===== config.mk =====
export PLATFORM = sky130hd
export DESIGN_NAME = seg_scan_ctrl
export DESIGN_NICKNAME = d
export VERILOG_FILES = /design/src/rtl/seg_scan_ctrl.sv
export SDC_FILE = /design/constraint.sdc
export NUM_CORES = 1
export LEC_CHECK = 0
export BUFFER_PORTS_ARGS = -buffer_cell sky130_fd_sc_hd__buf_4
export CELL_PAD_IN_SITES_DETAIL_PLACEMENT = 1
export CELL_PAD_IN_SITES_GLOBAL_PLACEMENT = 1
export CORE_ASPECT_RATIO = 1.1
export CORE_MARGIN = 3
export CORE_UTILIZATION = 44
export DETAILED_ROUTE_END_ITERATION = 7
export GPL_TIMING_DRIVEN = 0
export HOLD_SLACK_MARGIN = 0.05
export PLACE_DENSITY = 0.95
export SETUP_SLACK_MARGIN = 0.02
export SYNTH_ARGS = -nofsm -noshare
export SYNTH_HDL_FRONTEND = slang
export SYNTH_SLANG_ARGS = --single-unit

===== constraint.sdc =====
create_clock -name clk_in -period 4.6 [get_ports clk_in]
set_input_delay 0.46 -clock clk_in [delete_from_list [all_inputs] [get_ports clk_in]]
set_output_delay 0.46 -clock clk_in [all_outputs]
set_load 0.01 [all_outputs]

===== src/rtl/seg_scan_ctrl.sv =====
// seg_scan_ctrl: time-multiplexed seven-segment scan controller with per-slot blank guard and per-frame snapshot
// Ports:
//   clk_in      system clock
//   rst         synchronous active-high reset
//   digit_data  8*NUM_DIGITS segment patterns, byte i drives digit i
//   digit_en    per-digit enable, 0 keeps the digit dark
//   dim         (only with SEG_SCAN_DIM_EN) 2-bit brightness shift, snapshotted per frame
//   seg_out     shared segment bus, active-high, registered
//   seg_com     digit commons, active-low, at most one low, registered
//   digit_idx   digit owning the current slot, registered
//   frame_start one-cycle pulse on cycle 0 of digit 0's slot
// Optional feature macro: SEG_SCAN_DIM_EN
module seg_scan_ctrl #(
    parameter int NUM_DIGITS   = 6,
    parameter int SCAN_DIV     = 1000,
    parameter int BLANK_CYCLES = 16
) (
    input  logic                            clk_in,
    input  logic                            rst,
    input  logic [8*NUM_DIGITS-1:0]         digit_data,
    input  logic [NUM_DIGITS-1:0]           digit_en,
`ifdef SEG_SCAN_DIM_EN
    input  logic [1:0]                      dim,
`endif
    output logic [7:0]                      seg_out,
    output logic [NUM_DIGITS-1:0]           seg_com,
    output logic [$clog2(NUM_DIGITS)-1:0]   digit_idx,
    output logic                            frame_start
);
    localparam int IW = $clog2(NUM_DIGITS);
    localparam int CW = $clog2(SCAN_DIV);
    typedef enum logic {BLANK, DRIVE} state_t;
    // c_q/idx_q/state_q describe the cycle the output registers will show next
    state_t                  state_q, state_d;
    logic [CW-1:0]           c_q, c_d;
    logic [IW-1:0]           idx_q, idx_d;
    logic [8*NUM_DIGITS-1:0] snap_data_q, data_eff;
    logic [NUM_DIGITS-1:0]   snap_en_q, en_eff;
    logic [7:0]              seg_out_q, seg_out_d;
    logic [NUM_DIGITS-1:0]   seg_com_q, seg_com_d;
    logic [IW-1:0]           digit_idx_q;
    logic                    frame_start_q, frame_start_d;
    logic                    last, on;
`ifdef SEG_SCAN_DIM_EN
    logic [1:0]              snap_dim_q, dim_eff;
`endif
    always_comb begin
        last          = c_q == CW'(SCAN_DIV - 1);
        c_d           = last ? '0 : c_q + CW'(1);
        idx_d         = last ? (idx_q == IW'(NUM_DIGITS - 1) ? '0 : idx_q + IW'(1)) : idx_q;
        state_d       = state_q == BLANK ? (c_q == CW'(BLANK_CYCLES - 1) ? DRIVE : BLANK)
                                         : (last ? BLANK : DRIVE);
        // the snapshot loads at the end of the frame_start cycle, so bypass it while it is being loaded
        data_eff      = frame_start_q ? digit_data : snap_data_q;
        en_eff        = frame_start_q ? digit_en : snap_en_q;
        on            = state_q == DRIVE && en_eff[idx_q];
`ifdef SEG_SCAN_DIM_EN
        dim_eff       = frame_start_q ? dim : snap_dim_q;
        on            = on && ((c_q - CW'(BLANK_CYCLES)) < (CW'(SCAN_DIV - BLANK_CYCLES) >> dim_eff));
`endif
        seg_out_d     = on ? data_eff[{idx_q, 3'b000} +: 8] : '0;
        seg_com_d     = on ? ~(NUM_DIGITS'(1) << idx_q) : '1;
        frame_start_d = c_q == '0 && idx_q == '0;
    end
    always_ff @(posedge clk_in) begin
        if (rst) begin
            state_q       <= BLANK;
            c_q           <= '0;
            idx_q         <= '0;
            snap_data_q   <= '0;
            snap_en_q     <= '0;
            seg_out_q     <= '0;
            seg_com_q     <= '1;
            digit_idx_q   <= '0;
            frame_start_q <= 1'b0;
        end else begin
            state_q       <= state_d;
            c_q           <= c_d;
            idx_q         <= idx_d;
            seg_out_q     <= seg_out_d;
            seg_com_q     <= seg_com_d;
            digit_idx_q   <= idx_q;
            frame_start_q <= frame_start_d;
            if (frame_start_q) begin
                snap_data_q <= digit_data;
                snap_en_q   <= digit_en;
            end
        end
    end
`ifdef SEG_SCAN_DIM_EN
    always_ff @(posedge clk_in) begin
        if (rst)
            snap_dim_q <= '0;
        else if (frame_start_q)
            snap_dim_q <= dim;
    end
`endif
    assign seg_out     = seg_out_q;
    assign seg_com     = seg_com_q;
    assign digit_idx   = digit_idx_q;
    assign frame_start = frame_start_q;
endmodule


# Word level (Yosys, flattened, before mapping)
# Cells that the tools add are included.
[classes]
bitwise = 2
reduce_logical = 6
addsub = 2
mul = 0
muxes = 8
shift = 2
n_lt_le_gt_ge = 1
div_mod_pow = 0
n_eq_ne = 3
[op_table]
columns = ["op", "count"]
rows = [
  ["$mux 48", 1],
  ["$shiftx 48x7->8", 1],
  ["$add 10x1->10 const B", 1],
  ["$eq 10x10->1 const B", 1],
  ["$eq 10x4->1 const B", 1],
  ["$logic_not 10->1", 1],
  ["$mux 6", 1],
  ["$not 6->6", 1],
  ["$shl 1x3->6 const A", 1],
  ["$lt 3x4->1 const B", 1],
  ["$mux 1", 4],
  ["$reduce_or 2->1", 2],
  ["$add 3x1->3 const B", 1],
  ["$bmux 1 s3", 1],
  ["$eq 3x3->1 const B", 1],
  ["$logic_not 3->1", 1],
  ["$mux 3", 1],
  ["$logic_and 1x1->1", 2],
  ["$not 1->1", 1],
]
[totals]
reg_bits = 86
mem_bits_rw = 0
rom_bits = 0
memories = 0
latch_bits = 0

# Longest topological paths before layout
[depth]
ltp_word = 6
depth_mapped = 7

# Worst setup path after synthesis
# OpenSTA, ideal clock, no wires.
[synth_path]
kind = "register to register"
from = "reg idx_q[2]"
to = "reg idx_q[2]"
setup_ps = 67
path_slack_ps = 2817
path_stages_with_launch = 7
t_arrival_ps = 1715
required_time_ps = 4533
path_cell_list = "dfxtp_1 > clkbuf_1 > buf_1 > inv_1 > ha_1 > or3b_1 > a21oi_2"
[synth_between]
elab_chain_len = 2
elab_cells_between_ends = 3
classes_between = "1 x add/sub; 1 x eq/ne; 1 x mux"
[synth_rtl]
columns = ["element", "line_no", "source"]
rows = [
  ["from (decl)", "36", "logic [IW-1:0] idx_q, idx_d;"],
  ["from (signal assigned)", "79", "idx_q <= idx_d;"],
  ["$add 3x1->3 / $eq 3x3->1 (equally long branches)", "50", "idx_d = last ? (idx_q == IW'(NUM_DIGITS - 1) ? '0 : idx_q + IW'(1)) : idx_q;"],
  ["$mux 3 *", "50", ""],
]
# Every way passes the cells marked *; elsewhere a longest branch is shown, timed or not.
# A chain may end at the register's enable or synchronous reset.

# Final worst setup path
# Same ends and word-level chain as after synthesis.

==> out/results.tsv <==
metric	value	unit
die height	98.1	um
DR pass1 iterations	5	
CTS Sinks	86	
final net count	493	
worst-margin pin slew	0.583	ns
synthesized flop and latch total	86	
first-pass GRT wire length	16.5	mm
root buf cell	clkbuf_8	
Post-CTS Setup Bufs	0	
Most used DFF post-synth	dfxtp_1	
Setup Crit Path Kind	register to register	
final setup violation count	0	
XOR/XNOR share of the synthesized area	0.0233	
period utilisation layout	0.519	
fin. max-slew vios	0	
Post-Synth Simple-Gate Area	0.182	
largest net degree at the start of global routing	17	
mux share of post-synthesis cell area	0.173	
Initial Util	0.468	
Residual DRC	0	
vias in the first global route	3182	
LEAKAGE	1.74	nW
total grt overflow	0	
Die Wd	89.7	um
worst-case vdd ir drop	164	uV
Util after Layout	0.589	
TritonCTS Buffers	9	
remaining antenna violation count	0	
IO Port Bufs	73	
Resize count post-CTS	0	
slew margin rel.	0.611	
Hold Buf Count CTS	0	
Setup crit start kind	register	
area grow syn2layout	26.0	%
Longest Clk Path Bufs	2	
initial antenna violation count	0	
main combinational cell family by area after synthesis	simple AND/OR/NAND/NOR gates	
Worst-path clk slew	0.10	ns
Power Density	365	mW/mm^2
ys async rst share	0	
post-route setup TNS	0	ns
Syn Inst Count	350	
EDFF count, synth	0	
synth unique cells	36	
Rows	32	
leading area contributor after synthesis	dfxtp_1	
FILL cells	822	
Hold Crit Class	input pin to register	
HPWL after DPL	7.42	mm
TritonCTS clock tree	done	
compound-gate portion of the synthesized area	0.0620	
die area	0.00879	sq mm
layout cells sized above 1	0.235	
Mapped Area	0.00339	sq mm
via/cell ratio	5.42	
maximum clock rate	419	MHz
post-route cell area	0.00427	sq mm
worst skew pair latency	0.38	ns
crit path DAT	2.70	ns
core area	0.00725	sq mm
Tmin final	2.39	ns
gpl congestion	0.781	
Avg WL per Cell	19.8	um
Clock Skew	0.0104	ns
Required @ worst endpoint	4.91	ns
Post-Route WL	10.7	mm
number of max-cap violations	0	
synthesized-area fraction occupied by adder cells	0.0111	
Post-Syn Area per Cell	9.68	sq um
final hold vios	0	
IO Pins	74	
total power	1.56	mW
H-tree depth	3	
GRT Total Usage	0.254	
status	finished, final reports clean	
synth warn	0	
sequential area share after synthesis	0.508	
CP endpoint kind	register	
RSZ-0062 raised after global routing	false	
main area contributors after synthesis	dfxtp_1 51%, mux2i_1 16%, nor2_1 7.9%	
Crit Path Max Fanout	10	
top cell type's share of synthesized area	0.508	
Iter 0 DRT Violations	70	
synthesized net count	409	
placed cell areas	0.00407	sq mm
Vias	2935	
Worst Hold Margin	0.343	ns
-- cells in the mapped netlist, drive strengths merged (7+ instances only) --
| master | number |
|---|---|
| mux2i | 54 |
| dfxtp | 86 |
| a221oi | 8 |
| clkbuf | 10 |
| xnor2 | 7 |
| buf | 12 |
| nand3 | 15 |
| inv | 11 |
| nand2 | 23 |
| nor2 | 71 |
-- power breakdown --
| group | total, mW | leakage [nW] | switching, mW | internal [mW] |
|---|---|---|---|---|
| clock | 0.565 | 0.101 | 0.307 | 0.258 |
| combinational | 0.202 | 0.941 | 0.107 | 0.0951 |
| sequential | 0.793 | 0.701 | 0.0136 | 0.780 |
-- placed cells by master, fill, tap and decap left out, drive strengths merged, types with 2 or more instances in the layout --
master | synthesis | final
a21boi | 2 | 2
a21oi | 2 | 2
a221oi | 8 | 8
and3 | 6 | 6
buf | 12 | 85
clkbuf | 10 | 19
dfxtp | 86 | 86
ha | 3 | 3
inv | 11 | 15
mux2i | 54 | 54
mux4 | 2 | 2
nand2 | 23 | 23
nand3 | 15 | 15
nand3b | 2 | 2
nand4 | 2 | 2
nor2 | 71 | 71
nor2b | 2 | 2
nor3 | 3 | 3
nor4 | 3 | 3
o21a | 6 | 6
o21ai | 2 | 2
o22ai | 6 | 6
or3 | 3 | 3
xnor2 | 7 | 7
xor2 | 2 | 2
-- routing by layer --
| layer | vias up | global-route usage | wire length [um] |
|---|---|---|---|
| met5 | - | 0 | 0 |
| met4 | 0 | 0.139 | 503 |
| met3 | 41 | 0.0464 | 487 |
| met2 | 95 | 0.438 | 5610 |
| met1 | 1438 | 0.286 | 4120 |
| li1 | 1361 | - | - |
-- cell families after synthesis --
family | after synthesis
and+or+nand+nor | 136
muxes | 56
AOI/OAI and AO/OA | 27
adders and majority gates | 3
xor gates and xnor gates | 9
buffers and inverters | 33
DFF | 86
-- sequential cells by signal, summed over array words and instances (netlist names) --
register     count
seg_out          8
digit_idx        3
c_q             10
idx_q            3
snap_en_q        6
state_q          1
snap_data_q     48
seg_com          6
frame_start      1
-- final cells by class --
| class | instances | area (sq um) | area share |
|---|---|---|---|
| Clock buffer | 9 | 124 | 0.0290 |
| Buffer | 22 | 97.6 | 0.0229 |
| Antenna cell | 1 | 2.50 | 0.000586 |
| Multi-Input combinational cell | 231 | 1530 | 0.358 |
| Timing Repair Buffer | 73 | 548 | 0.128 |
| Tap cell | 102 | 128 | 0.0299 |
| Sequential cell | 86 | 1720 | 0.403 |
| Inverter | 11 | 41.3 | 0.00967 |
| Clock inverter | 7 | 77.6 | 0.0182 |
-- worst max-delay path, stage by stage, from the launching register on --
cell and delay (ns):
dfxtp_1 0.32, clkbuf_1 0.40, buf_1 0.52, inv_1 0.18
ha_1 0.33, or3b_1 0.41, a21oi_2 0.16
-- path summary, 6_finish.rpt --
path,startpoint,end,slack (ns),cells past startpoint
worst max-delay path,idx_q[2]$_SDFFE_PP0N_,idx_q[2]$_SDFFE_PP0N_,2.21,6
worst min-delay path,digit_data[8],snap_data_q[8]$_SDFF_PP0_,0.34,3
worst max register to register,idx_q[2]$_SDFFE_PP0N_,idx_q[2]$_SDFFE_PP0N_,2.21,6
worst min register to register,c_q[0]$_SDFF_PP0_,c_q[0]$_SDFF_PP0_,0.47,1
-- stage by stage --
stage	setup WS (ns)	instances
final	2.21	542
after global routing	2.10	541
after CTS	2.23	541
after detailed placement	2.31	525
after global placement	2.48	525
after floorplan	2.82	350
Note: power is estimated with default switching activity, not from simulation.
